[src/rtl/mux4_rr_arbiter_pkg.sv]
// Shared definitions for the round-robin arbiter that owns a 4:1 bit-select path.
// Provides the FSM encoding, requester count, default hold limit and the rotating priority search.
package mux4_rr_arbiter_pkg;

    typedef enum logic {
        IDLE  = 1'b0,
        GRANT = 1'b1
    } state_e;

    localparam int NUM_REQ          = 4;
    localparam int DEFAULT_MAX_HOLD = 8;

    typedef logic [1:0] idx_t;

    // Checks requesters in the order ptr, ptr+1, ptr+2, ptr+3 (index wraps mod 4).
    // The first requester found with req set wins.
    // If req is all zero the result is ptr, so callers check |req before using it.
    function automatic idx_t rr_pick(input logic [NUM_REQ-1:0] req, input idx_t ptr);
        idx_t w;
        idx_t c;
        logic found;
        w     = ptr;
        found = 1'b0;
        for (int k = 0; k < NUM_REQ; k++) begin
            c = ptr + idx_t'(k);
            if (!found && req[c]) begin
                w     = c;
                found = 1'b1;
            end
        end
        return w;
    endfunction

endpackage

[src/rtl/mux4_rr_arbiter_mux4to1.sv]
// Plain 4:1 single-bit multiplexer.
// {a,b} selects which data input drives y.
module mux4to1 (
    output logic y,
    input  logic d0,
    input  logic d1,
    input  logic d2,
    input  logic d3,
    input  logic a,
    input  logic b
);

    always_comb begin
        case ({a, b})
            2'b00:   y = d0;
            2'b01:   y = d1;
            2'b10:   y = d2;
            default: y = d3;
        endcase
    end

endmodule

[src/rtl/mux4_rr_arbiter.sv]
// Registered round-robin arbiter that shares one 4:1 mux among four requesters.
// An owner keeps the grant for at most MAX_HOLD cycles while others wait; y is forced to 0 when idle.
module mux4_rr_arbiter
    import mux4_rr_arbiter_pkg::*;
#(
    parameter int MAX_HOLD = DEFAULT_MAX_HOLD,
    parameter int CNT_W    = 3
) (
    input  logic       clk,
    input  logic       rst,
    input  logic [3:0] req,
    input  logic       d0,
    input  logic       d1,
    input  logic       d2,
    input  logic       d3,
    output logic [3:0] gnt,
    output logic       a,
    output logic       b,
    output logic       busy,
    output logic       y
);

    localparam logic [CNT_W-1:0] CNT_MAX = CNT_W'(MAX_HOLD - 1);

    state_e             state_q, state_d;
    logic [3:0]         gnt_q, gnt_d;
    idx_t               sel_q, sel_d;
    idx_t               ptr_q, ptr_d;
    logic [CNT_W-1:0]   cnt_q, cnt_d;

    logic [3:0]         others;
    idx_t               idle_pick;
    idx_t               next_pick;
    logic               y_raw;

    // The requesters other than the current owner compete for the next grant.
    assign others    = req & ~(4'b0001 << sel_q);
    assign idle_pick = rr_pick(req, ptr_q);
    assign next_pick = rr_pick(others, sel_q + 2'd1);

    // NOTE: each next-state signal is given its current value first.
    // This means every path through the case assigns it, so no latch is inferred.
    always_comb begin
        state_d = state_q;
        gnt_d   = gnt_q;
        sel_d   = sel_q;
        ptr_d   = ptr_q;
        cnt_d   = cnt_q;
        case (state_q)
            IDLE: begin
                if (|req) begin
                    state_d = GRANT;
                    sel_d   = idle_pick;
                    gnt_d   = 4'b0001 << idle_pick;
                    cnt_d   = '0;
                end
            end
            GRANT: begin
                if (!req[sel_q] || (cnt_q == CNT_MAX && |others)) begin
                    // The owner either releases or is preempted.
                    // Hand over directly to the next waiter; go idle only if nobody is waiting.
                    ptr_d = sel_q + 2'd1;
                    cnt_d = '0;
                    if (|others) begin
                        sel_d = next_pick;
                        gnt_d = 4'b0001 << next_pick;
                    end else begin
                        state_d = IDLE;
                        gnt_d   = '0;
                    end
                end else if (cnt_q != CNT_MAX) begin
                    cnt_d = cnt_q + CNT_W'(1);
                end
            end
            default: state_d = IDLE;
        endcase
    end

    // NOTE: state registers use non-blocking assignments.
    // All flops then update together from the values sampled before the edge.
    always_ff @(posedge clk) begin
        if (rst) begin
            state_q <= IDLE;
            gnt_q   <= '0;
            sel_q   <= '0;
            ptr_q   <= '0;
            cnt_q   <= '0;
        end else begin
            state_q <= state_d;
            gnt_q   <= gnt_d;
            sel_q   <= sel_d;
            ptr_q   <= ptr_d;
            cnt_q   <= cnt_d;
        end
    end

    mux4to1 u_mux (
        .y  (y_raw),
        .d0 (d0),
        .d1 (d1),
        .d2 (d2),
        .d3 (d3),
        .a  (sel_q[1]),
        .b  (sel_q[0])
    );

    assign gnt  = gnt_q;
    assign a    = sel_q[1];
    assign b    = sel_q[0];
    assign busy = (state_q == GRANT);
    // While idle the select still holds the last owner, so y is masked with busy.
    assign y    = y_raw & busy;

endmodule

[config.mk]
export PLATFORM = sky130hd
export DESIGN_NAME = mux4_rr_arbiter
export DESIGN_NICKNAME = d
export VERILOG_FILES = /design/src/rtl/mux4_rr_arbiter_pkg.sv /design/src/rtl/mux4_rr_arbiter_mux4to1.sv /design/src/rtl/mux4_rr_arbiter.sv
export SDC_FILE = /design/constraint.sdc
export NUM_CORES = 1
export LEC_CHECK = 0
export CAP_MARGIN = 25
export CORE_UTILIZATION = 40
export CTS_CLUSTER_SIZE = 20
export DETAILED_ROUTE_END_ITERATION = 7
export DONT_BUFFER_PORTS = 1
export SLEW_MARGIN = 0
export SYNTH_ARGS = -nofsm -noshare
export SYNTH_HDL_FRONTEND = slang
export SYNTH_HIERARCHICAL = 1
export SYNTH_SLANG_ARGS = --single-unit
[constraint.sdc]
create_clock -name clk -period 3.52 [get_ports clk]
set_input_delay 0.88 -clock clk [delete_from_list [all_inputs] [get_ports clk]]
set_output_delay 0.88 -clock clk [all_outputs]
set_load 0.05 [all_outputs]
==> summary.md <==
| Metric | Value |
|---|---|
| Status | completed |
| Share of layout cells above drive strength 1 | 18.0% |
| Seq/Total Area, Yosys | 22.9% |
| Max Cap Viol | 0 |
| Hold Path End | ptr_q[0] |
| Total chip power | 587 uW |
| H-tree Lvls | 1 |
| Chip width | 53.2 um |
| Worst-Skew Late Latency | 270 ps |
| Initial antenna violation count | 0 |
| Vias | 889 |
| Met1 global-route usage | 23.1% |
| Drc violations | 0 |
| Crit. End Element | output port |
| Multiplexer share of the synthesized area | 6.21% |
| Num rows | 18 |
| Met2 Usage GRT | 31.4% |
| FFs w/ async S/R, synth | 0% |
| Fin Setup TNS | 0 ps |
| Critical Path AT | 1700 ps |
| Grt ovf | 0 |
| # nets final | 139 |
| Die height | 53.2 um |
| # hold bufs at CTS | 0 |
| Post-synthesis simple-gate area fraction | 26.6% |
| Worst slew pin tran | 602 ps |
| Mapped Avg Cell Area | 8.65 um^2 |
| Vias in the first global route | 816 |
| GRT met3 Usage | 4.60% |
| DP Area | 1060 um^2 |
| Total CTS buffers | 3 |
| RSZ-0062 raised after global routing | no |
| HP Start | ptr_q[0] |
| Io pins | 18 |
| Crit Reg-Reg Endpoint | gnt[0] |
| Most Crowded Layer GR | met2 |
| Static leakage | 0.000426 uW |
| Critical Path, Cell by Cell | mux4_2, and2_1 |
| Largest net degree at the start of global routing | 13 |
| Post-route design area | 1100 um^2 |
| Core footprint | 2480 um^2 |
| Initial detailed-routing violation count | 17 |
| Global-route wire length before repair | 3820 um |
| Reg2reg setup slack | 1020 ps |
| Max Freq | 388 MHz |
| Worst Path Required | 2640 ps |
| CTS tree | yes |
| Post-synthesis cell count | 121 |
| Die area | 2830 um^2 |
| RePlAce Congestion | 0.761 |
| Wirelength per Cell | 15.1 um |
| Netlist Area Pre-Place | 1050 um^2 |
| Clk_skew | 0.555 ps |
| Final hold violation count | 0 |
| Drt first pass iters | 4 |
| Synth Area in XOR/XNOR | 0.836% |
| Initial Util | 42.3% |
| Placed cells | 148 |
| Slowest stage cell on the critical path | dfxtp_1 |
| Diode count | 0 |
| DRT Wirelength | 2300 um |
| Adder-cell share of the synthesized area | 7.17% |
| Port buffer count | 0 |
| Max Slew Vio Count | 0 |
| Post-Syn Nets | 137 |
| Hold path depth | 2 |
| Layout area overhead | 4.90% |
| Clock slew at reported path FFs | 80 ps |
| Period utilisation layout | 73.3% |
| Pwr dens | 535 nW/um^2 |
| Worst Path Class, Setup | reg -> out |
| CTS Sinks | 12 |
| Final HPWL DP | 1730 um |
| DRT antenna net count | 0 |
| Synth Flop Type | dfxtp_1 |
| R2r worst-path depth | 8 |
| Global Route Usage Sum | 19.2% |
| Worst Hold Margin | 555 ps |
| Postcts setup bufs | 0 |
| Yosys warns | 6 |
| Crit path largest cell delay | 550 ps |
| Peak VDD IR | 0.346 mV |
| Crit-path max FO | 10 |
| CTS resizes | 0 |
| CTS root buf | clkbuf_4 |
| Worst min path class | reg -> reg |
| Synth Area in Compound Gates | 29.0% |
| Post-synth EDFFs | 0 |
| Clk buf depth | 2 |
| Synth unique cells | 47 |
| Layout Cells excl Fill | 152 |
| Fill count | 268 |
| Worst r2r src | sel_q[0] |
| Tmin final | 2580 ps |
| Crit path launch type | flip-flop |
| Final setup violation count | 0 |
| DR vias/cell | 5.85 |
| Normalized max-slew margin | 59.5% |
| Largest family of logic cells by synthesized area | compound AO/OA/AOI/OAI gates |
| Register bit total from synthesis | 12 |
worst max path at each step:
stage	from	to	slack, ps	cells after the start
5_1_grt	sel_q[0]	gnt[0]	850	8
3_5_place_dp	d3	y	980	2
2_1_floorplan	sel_q[0]	gnt[0]	890	9
4_1_cts	sel_q[0]	y	930	2
6_report	sel_q[0]	y	940	2
3_3_place_gp	d3	y	990	2
cell families (layout without fill, tap and decap cells):
family	after synthesis	count (layout)
simple gates	53	53
compound gates	32	32
buf+inv	13	14
flops	12	12
fa+ha+maj	6	6
mux	4	4
xor+xnor	1	1
synthesized netlist by cell type (2+ instances only):
cell      instances  area, um^2
a21oi_1           5        25.0
nor3_1            4        20.0
nand3_1           2        10.0
inv_1             5        18.8
nor2b_1           4        25.0
nand3b_1          2        15.0
nor2_1           19        71.3
buf_6             2        22.5
a211oi_1          2        15.0
nor3b_1           2        15.0
o21a_1            2        15.0
a311oi_1          2        17.5
nand2_1           9        33.8
nor4_2            2        25.0
buf_4             3        22.5
o22ai_1           3        18.8
mux4_2            2        45.0
ha_1              6        75.1
mux2i_1           2        20.0
clkbuf_1          2        7.51
a32oi_1           2        17.5
and2b_1           3        22.5
dfxtp_1          12         240
area by class of cell:
cell class	count	area (um^2)	area share, %
Multi-Input combinational cell	96	732	66.6
Sequential cell	12	240	21.9
Tap cell	30	37.5	3.42
Clock buffer	4	36.3	3.30
Timing Repair Buffer	4	30.0	2.73
Inverter	6	22.5	2.05
stage by stage:
| stage | util, % | setup slack (ps) |
|---|---|---|
| global placement | 42.9 | 991 |
| global route | 44.3 | 851 |
| detailed placement | 42.9 | 983 |
| finish | 44.3 | 941 |
| floorplan | - | 889 |
| CTS | 44.3 | 928 |
critical path: cells and delay by family, from the launching register on:
kind             cells  cell delay [ps]
muxes                1              540
and+or+nand+nor      1              340
DFF                  1              550
flip-flops by register name (all words and copies together) (netlist names):
| name | flops |
|---|---|
| gnt | 4 |
| busy | 1 |
| sel_q | 2 |
| cnt_q | 3 |
| ptr_q | 2 |
cells in the final DEF (no fill, tap or decap), types with 3 or more instances in the layout:
cell type / n
nor2_1: 19
dfxtp_1: 12
nand2_1: 9
ha_1: 6
inv_1: 5
a21oi_1: 5
nor2b_1: 4
nor3_1: 4
buf_4: 4
o22ai_1: 3
and2b_1: 3
clkbuf_4: 3
power breakdown:
group / internal, uW / total (uW) / switching [uW]
Clock: 62.9 / 109 / 46.5
Combinational: 107 / 271 / 163
Sequential: 156 / 207 / 51.3
Total: 326 / 587 / 261
per-layer routing:
layer,up-vias,part of all wire (%)
met4,0,0.92
li1,450,-
met5,-,0
met2,12,49
met3,4,3.4
met1,423,46
Note: power is estimated with default switching activity, not from simulation.
